**config.mk**
```make
export PLATFORM = sky130hd
export DESIGN_NAME = spi_host_seq
export DESIGN_NICKNAME = d
export VERILOG_FILES = /design/src/rtl/spi_host_seq.sv
export SDC_FILE = /design/constraint.sdc
export NUM_CORES = 1
export LEC_CHECK = 0
export ABC_AREA = 1
export CAP_MARGIN = 20
export CORE_MARGIN = 8
export CORE_UTILIZATION = 55
export DETAILED_ROUTE_END_ITERATION = 7
export GPL_ROUTABILITY_DRIVEN = 0
export GPL_TIMING_DRIVEN = 1
export HOLD_SLACK_MARGIN = 0.03
export PLACE_DENSITY = 0.81
export SETUP_SLACK_MARGIN = 0.15
export SYNTH_ARGS = -nofsm -noshare
export SYNTH_HDL_FRONTEND = slang
export SYNTH_SLANG_ARGS = --single-unit
```
**constraint.sdc**
```tcl
create_clock -name clk -period 8.4 [get_ports clk]
set_input_delay 1.26 -clock clk [delete_from_list [all_inputs] [get_ports clk]]
set_output_delay 1.26 -clock clk [all_outputs]
set_load 0.02 [all_outputs]
```
**src/rtl/spi_host_seq.sv**
```systemverilog
// spi_host_seq: command sequencer that sits in front of the SPI master driver.
// Host commands are queued in a DEPTH-entry FIFO. They are issued one at a
// time with the driver's hold-until-ready-falls handshake. Each masked MISO
// result comes back tagged on a single-entry valid/ready response stage.
// Optional build macro: SPI_SEQ_TIMEOUT_EN enables a START/BUSY watchdog of
// TIMEOUT_CYCLES clocks.
module spi_host_seq #(
  parameter int SPI_MAXLEN     = 32,
  parameter int DEPTH          = 4,
  parameter int TAG_W          = 4,
  parameter int TIMEOUT_CYCLES = 65535
) (
  input  logic                            clk,
  input  logic                            reset,
  input  logic                            cmd_valid,
  output logic                            cmd_ready,
  input  logic [$clog2(SPI_MAXLEN):0]     cmd_n_clks,
  input  logic [SPI_MAXLEN-1:0]           cmd_data,
  input  logic [TAG_W-1:0]                cmd_tag,
  output logic                            rsp_valid,
  input  logic                            rsp_ready,
  output logic [SPI_MAXLEN-1:0]           rsp_data,
  output logic [TAG_W-1:0]                rsp_tag,
  output logic                            rsp_err,
  output logic                            start_cmd,
  output logic [$clog2(SPI_MAXLEN):0]     n_clks,
  output logic [SPI_MAXLEN-1:0]           tx_data,
  input  logic                            spi_drv_rdy,
  input  logic [SPI_MAXLEN-1:0]           rx_miso
);

  localparam int NW = $clog2(SPI_MAXLEN) + 1;
  localparam int AW = (DEPTH > 1) ? $clog2(DEPTH) : 1;
  localparam logic [NW-1:0] MAXLEN_N = NW'(SPI_MAXLEN);
  localparam logic [AW:0]   DEPTH_C  = (AW+1)'(DEPTH);

  typedef enum logic [1:0] {IDLE, START, BUSY, RESP} state_t;

  // Low-n ones mask, built bit by bit so n == SPI_MAXLEN never overflows a shift
  function automatic logic [SPI_MAXLEN-1:0] len_mask(input logic [NW-1:0] n);
    logic [SPI_MAXLEN-1:0] m;
    for (int i = 0; i < SPI_MAXLEN; i++) begin
      m[i] = (i < int'(n));
    end
    return m;
  endfunction

  state_t state, state_nxt;

  logic [NW-1:0]         fifo_n [DEPTH];
  logic [SPI_MAXLEN-1:0] fifo_d [DEPTH];
  logic [TAG_W-1:0]      fifo_t [DEPTH];
  logic [AW-1:0]         wr_ptr, rd_ptr;
  logic [AW:0]           count;
  logic                  fifo_empty;
  logic                  push, pop;

  logic [NW-1:0]         head_n;
  logic [SPI_MAXLEN-1:0] head_d;
  logic [TAG_W-1:0]      head_t;
  logic                  head_bad;

  logic [TAG_W-1:0]      tag_r;
  logic                  go_start, go_bad, go_done, go_tmo;
  logic                  tmo_hit;

  assign cmd_ready  = !reset && (count < DEPTH_C);
  assign fifo_empty = (count == '0);
  assign push       = cmd_valid && cmd_ready;
  assign pop        = go_start || go_bad;

  assign head_n   = fifo_n[rd_ptr];
  assign head_d   = fifo_d[rd_ptr];
  assign head_t   = fifo_t[rd_ptr];
  assign head_bad = (head_n == '0) || (head_n > MAXLEN_N);

  // FIFO storage: payload only, no reset needed
  always_ff @(posedge clk) begin
    if (push) begin
      fifo_n[wr_ptr] <= cmd_n_clks;
      fifo_d[wr_ptr] <= cmd_data;
      fifo_t[wr_ptr] <= cmd_tag;
    end
  end

  // FIFO pointers and occupancy; pointers wrap naturally since DEPTH is 2^AW
  always_ff @(posedge clk) begin
    if (reset) begin
      wr_ptr <= '0;
      rd_ptr <= '0;
      count  <= '0;
    end else begin
      if (push) wr_ptr <= wr_ptr + 1'b1;
      if (pop)  rd_ptr <= rd_ptr + 1'b1;
      case ({push, pop})
        2'b10:   count <= count + 1'b1;
        2'b01:   count <= count - 1'b1;
        default: count <= count;
      endcase
    end
  end

`ifdef SPI_SEQ_TIMEOUT_EN
  logic [31:0] tmo_cnt;

  // Watchdog: restarts on every state change, counts only while waiting on the driver
  always_ff @(posedge clk) begin
    if (reset) begin
      tmo_cnt <= '0;
    end else if (state_nxt != state) begin
      tmo_cnt <= '0;
    end else if (state == START || state == BUSY) begin
      tmo_cnt <= tmo_cnt + 32'd1;
    end
  end

  assign tmo_hit = (tmo_cnt == 32'(TIMEOUT_CYCLES - 1));
`else
  // No watchdog in this build: the driver is waited on indefinitely
  assign tmo_hit = (TIMEOUT_CYCLES < 0);
`endif

  // FSM state register
  always_ff @(posedge clk) begin
    if (reset) state <= IDLE;
    else       state <= state_nxt;
  end

  // FSM next state plus one-cycle strobes that steer the datapath loads
  always_comb begin
    state_nxt = state;
    go_start  = 1'b0;
    go_bad    = 1'b0;
    go_done   = 1'b0;
    go_tmo    = 1'b0;
    case (state)
      IDLE: begin
        if (!fifo_empty) begin
          if (head_bad) begin
            go_bad    = 1'b1;
            state_nxt = RESP;
          end else if (spi_drv_rdy) begin
            go_start  = 1'b1;
            state_nxt = START;
          end
        end
      end
      START: begin
        if (!spi_drv_rdy) begin
          state_nxt = BUSY;
        end else if (tmo_hit) begin
          go_tmo    = 1'b1;
          state_nxt = RESP;
        end
      end
      BUSY: begin
        if (spi_drv_rdy) begin
          go_done   = 1'b1;
          state_nxt = RESP;
        end else if (tmo_hit) begin
          go_tmo    = 1'b1;
          state_nxt = RESP;
        end
      end
      RESP: begin
        if (rsp_ready) state_nxt = IDLE;
      end
      default: state_nxt = IDLE;
    endcase
  end

  // FSM outputs decoded from the registered state, forced low during reset
  always_comb begin
    start_cmd = !reset && (state == START);
    rsp_valid = !reset && (state == RESP);
  end

  // Command and response registers; held stable between the strobes
  always_ff @(posedge clk) begin
    if (reset) begin
      n_clks   <= '0;
      tx_data  <= '0;
      tag_r    <= '0;
      rsp_data <= '0;
      rsp_tag  <= '0;
      rsp_err  <= 1'b0;
    end else begin
      if (go_start) begin
        n_clks  <= head_n;
        tx_data <= head_d;
        tag_r   <= head_t;
      end
      if (go_bad) begin
        rsp_data <= '0;
        rsp_tag  <= head_t;
        rsp_err  <= 1'b1;
      end
      if (go_done) begin
        rsp_data <= rx_miso & len_mask(n_clks);
        rsp_tag  <= tag_r;
        rsp_err  <= 1'b0;
      end
      if (go_tmo) begin
        rsp_data <= '0;
        rsp_tag  <= tag_r;
        rsp_err  <= 1'b1;
      end
    end
  end

endmodule

```
* Word level (Yosys, flattened, before mapping)
Memories as Yosys holds them, arrays and structs flattened. A register that Yosys moved wholly into a read port is not among the register bits. Index checks and enable logic that the tools add are counted.
Word-level totals: memory bits (writable) 168, output and inout bits 78, memories kept 3, logic and storage cells 101, input port bits 79, register bits after elaboration 56
Memories:
- fifo_d | words 4, bits a word 32, read ports 1, clocked after memory_dff 1, wr ports 1, RTL line 51 | logic [SPI_MAXLEN-1:0] fifo_d [DEPTH];
- fifo_n | words 4, bits a word 6, read ports 1, clocked after memory_dff 1, wr ports 1, RTL line 50 | logic [NW-1:0] fifo_n [DEPTH];
- fifo_t | words 4, bits a word 4, read ports 1, clocked after memory_dff 1, wr ports 1, RTL line 52 | logic [TAG_W-1:0] fifo_t [DEPTH];
Operators by class: $add $sub $neg 4, mux-type cells 26, eq/ne operators 10, bitwise gates (word level) 1, reduce and logical (&&, ||, !) cells 14, order comparisons 34
Operators with widths (number):
- $lt A5 B6 Y1 const A | 16
- $mux W32 | 2
- $lt A4 B6 Y1 const A | 8
- $and A32 B32 Y32 | 1
- $lt A3 B6 Y1 const A | 4
- $mux W2 | 10
- $lt A1 B6 Y1 const A | 2
- $lt A2 B6 Y1 const A | 2
- $mux W1 | 10
- $mux W4 | 2
- $ne A2 B2 Y1 const B | 4
- $pmux W2 S4 | 1
- $eq A2 B2 Y1 const B | 3
- $gt A6 B6 Y1 const B | 1
- $logic_not A6 Y1 | 1
- $pmux W3 S2 | 1
- $reduce_and A5 Y1 | 1
- $add A2 B1 Y2 const B | 2
- $eq A2 B1 Y1 const B | 2
- $logic_and A1 B1 Y1 | 4
- $reduce_bool A2 Y1 | 2
- $add A3 B1 Y3 const B | 1
- $logic_not A3 Y1 | 1
- $lt A3 B3 Y1 const B | 1
- other kinds (6) | 7

* Longest topological paths before layout
word-level depth 8, gate-level depth with buffers 18, depth with buffers taken out 16

* Least setup slack after synthesis
No wires, ideal clock.
path type in2reg, start input reset, end memory fifo_d[0][0], enable pin, required time 7.958 ns, data arrival time 3.843 ns, slack 4.116 ns, path buffers 1, setup time 0.442 ns, stages 4, cells stage by stage clkbuf_1 > nor2_1 > nand2_1 > nor2_1
Between the ends: cells in the longest elaborated chain, start to end 5
RTL lines:
- start: declaration | RTL line 14 | input logic reset,
- $logic_not A1 Y1 | RTL line 67 | assign cmd_ready = !reset && (count < DEPTH_C);
- $logic_and A1 B1 Y1 | RTL line 67
- via cmd_ready | RTL line 16 | output logic cmd_ready,
- $logic_and A1 B1 Y1 | RTL line 69 | assign push = cmd_valid && cmd_ready;
- $mux W1 | RTL line 79 | if (push) begin
- $mux W1 (implied by the code) | RTL line 81 | fifo_d[wr_ptr] <= cmd_data;
- end: declaration | RTL line 51
The timed path passes the listed nets, and every way through them passes these cells.

* Worst setup path after layout
start input reset, end output cmd_ready
Between the ends: cells in the longest elaborated chain, start to end 2
RTL lines (RTL line):
- $logic_not A1 Y1 | 67
- $logic_and A1 B1 Y1 | 67
- end: declaration | 16
No other way between the ends.

==> flow_summary.json <==
{
  "timing.fmax_ghz": 0.2411,
  "reg2reg_slack_ns": 5.06,
  "ctsHoldBuffers": 0,
  "grt_max_degree": 86,
  "drc_errors": 0,
  "fp-row-count": 49,
  "ir_drop_v": 0.0002693,
  "syn_area_um2": 9972,
  "die-area_um2": 22700,
  "synth_edf_count": 168,
  "dpl.hpwl_mm": 14.44,
  "ys_top_cells_by_area": "edfxtp_1 (51%), dfxtp_1 (18%), o21ai_0 (6.3%)",
  "synth_seq_cells": 258,
  "ys.flop_type": "edfxtp_1",
  "syn_avg_cell_area_um2": 10.86,
  "whs_ns": 0.4460,
  "fin_tns_setup_ns": 0,
  "synth_nets": 1007,
  "antenna_found_initial": 0,
  "h-tree-depth": 1,
  "yosys.cell_types.count": 35,
  "clkSlewWorstSetupHoldPaths_ns": 0.07,
  "rsz0062_at_grt": "false",
  "cts_sinks": 258,
  "synth_compound_area_frac": 0.1390,
  "grt_pass1_vias": 7117,
  "final_cells": 1312,
  "cp-endpoint": "cmd_ready",
  "fp.dieH_um": 150.7,
  "clockBufferDepth": 3,
  "clock_tree.root_cell": "clkbuf_16",
  "postCtsSetupRepairBufs": 0,
  "relSlewSlack": 0.2926,
  "tritoncts": "built",
  "finalCriticalPeriod_ns": 4.147,
  "grt_pass1_wl_mm": 35.98,
  "synth_xor_area_frac": 0.0008783,
  "drt_iter0_markers": 535,
  "grt_util_met3": 0.03667,
  "yosys.area_share.adder": 0.01330,
  "core_um2": 17900,
  "die_w_um": 150.7,
  "synth_cells": 918,
  "post-route-cell-area_um2": 12660,
  "wire_per_inst_um": 17.71,
  "finalNetCount": 1152,
  "status": "complete, no violations",
  "cts_resized": 0,
  "cp-end-kind": "output port",
  "yosys.area.top_type_share": 0.5059,
  "wl_mm": 23.23,
  "grt.busiest_layer": "met2",
  "crit_type": "in -> out",
  "synthMuxAreaShare": 0,
  "worstPathMaxFanout": 47,
  "start_util": 0.5570,
  "tightest_slew_ns": 1.060,
  "placed_cell_area_um2": 11690,
  "fin_crit_sh": 0.4937,
  "yosysWarningCount": 0,
  "ff2ff_path_depth": 15,
  "start_kind": "primary input",
  "syn2layout_area_growth_pct": 26.93,
  "dp.cells": 1263,
  "yosys.area.top_type": "edfxtp_1",
  "drive_gt1_frac": 0.06464,
  "ant_nets": 0,
  "power_density_nw_per_um2": 280.7,
  "synth_commonest_cells": "edfxtp_1 (168), o21ai_0 (126), nand2_1 (109)",
  "pin_count": 157,
  "via_per_inst": 5.521,
  "synthArstFlopShare": 0,
  "cp.required_ns": 7.14,
  "seq_area_frac_synth": 0.6866,
  "drtPass1Iterations": 5,
  "crit_start": "reset",
  "grt-ovfl-total": 0,
  "synthSimpleGateAreaFrac": 0.1088,
  "diodes": 0,
  "reg2reg_to": "count[2]$_SDFFE_PP0P_",
  "worstPathArrival_ns": 2.89,
  "hold_violations": 0,
  "vias": 7244,
  "p_leak_nw": 4.371,
  "finalMaxSlewViolations": 0,
  "synth_top_family_by_area": "compound AO/OA/AOI/OAI gates",
  "portBuffers": 156,
  "grt_usage": 0.1996,
  "worstSkewPairLatency_ns": 0.52,
  "hold_path_depth": 2,
  "clock_skew_ns": 0.01309,
  "gr-usage-met2": 0.3500,
  "met1_usage": 0.2411,
  "hold_path_class": "reg -> reg",
  "setup_viol": 0,
  "cts_buffers": 26,
  "synth.most_common_cell": "edfxtp_1",
  "cap_violations": 0
}
[registers in the layout, indices dropped and copies added, names as in the netlist, named ones only]
register / flops
count: 3
state: 2
rsp_err: 1
rd_ptr: 2
rsp_tag: 4
fifo_d: 128
fifo_t: 16
wr_ptr: 2
rsp_data: 32
tx_data: 32
n_clks: 6
fifo_n: 24
tag_r: 4
[power by group]
| group | switching [mW] | internal (mW) | leakage, nW |
|---|---|---|---|
| Clock | 0.471 | 0.742 | 0.462 |
| Sequential | 0.0728 | 1.47 | 2.26 |
| Combinational | 0.503 | 0.293 | 1.65 |
| Total | 1.05 | 2.51 | 4.37 |
[worst min-delay path by stage]
stage | start | to | slack (ns)
floorplan | count[1]$_SDFFE_PP0P_ | count[1]$_SDFFE_PP0P_ | 0.48
global placement | tx_data[24]$_SDFFE_PP0P_ | tx_data[24]$_SDFFE_PP0P_ | 0.43
detailed placement | tx_data[12]$_SDFFE_PP0P_ | tx_data[12]$_SDFFE_PP0P_ | 0.44
CTS | tx_data[0]$_SDFFE_PP0P_ | tx_data[0]$_SDFFE_PP0P_ | 0.45
global route | tx_data[27]$_SDFFE_PP0P_ | tx_data[27]$_SDFFE_PP0P_ | 0.47
finish | tx_data[30]$_SDFFE_PP0P_ | tx_data[30]$_SDFFE_PP0P_ | 0.45
[cell usage in the layout, fill, tap and decap left out, drive strengths merged]
cell,n
clkbuf,33
bufinv,3
nand3,36
o2111ai,2
clkdlybuf4s50,156
clkinvlp,3
dfxtp,90
xor2,1
nand2,111
edfxtp,168
buf,9
a21oi,84
nand4,7
clkinv,11
o21bai,1
nor3,4
o22ai,36
o221ai,1
or2,1
o21ai,127
inv,73
o21a,4
a31oi,1
o211ai,2
a211oi,1
ha,9
nor2,107
o311ai,1
fa,1
[per-layer routing]
layer | vias to the layer above | wire length, µm
li1 | 3497 | -
met1 | 3399 | 9480
met2 | 300 | 11250
met3 | 48 | 1995
met4 | 0 | 507
met5 | - | 0
[kinds of logic after synthesis]
kind of cell / after synthesis
buffers and inverters: 123
AO/OA/AOI/OAI: 260
flip-flops: 258
AND/OR/NAND/NOR: 266
adder cells (fa/ha/maj): 10
XOR/XNOR: 1
[per-stage QoR]
stage	setup WS [ns]	power [mW]	utilization
CTS	4.244	3.569	0.7055
global placement	4.251	2.338	0.6531
detailed placement	4.242	2.357	0.6531
floorplan	4.116	2.065	-
finish	4.253	3.553	0.7070
global route	4.190	3.718	0.7070
[area by class of cell]
class	instances	area, µm²
clock inverter	15	168.9
multi-input combinational	537	2651
inverter	75	284.0
clock buffer	33	769.5
tap	229	286.5
sequential	258	6848
fill	1244	5245
timing repair buffer	165	1649
[critical path: stages]
cell             delay (ns)
clkdlybuf4s50_1        0.45
buf_4                  0.42
nor2_1                 0.15
clkdlybuf4s50_1        0.57
Power figures use the tool's default switching activity.
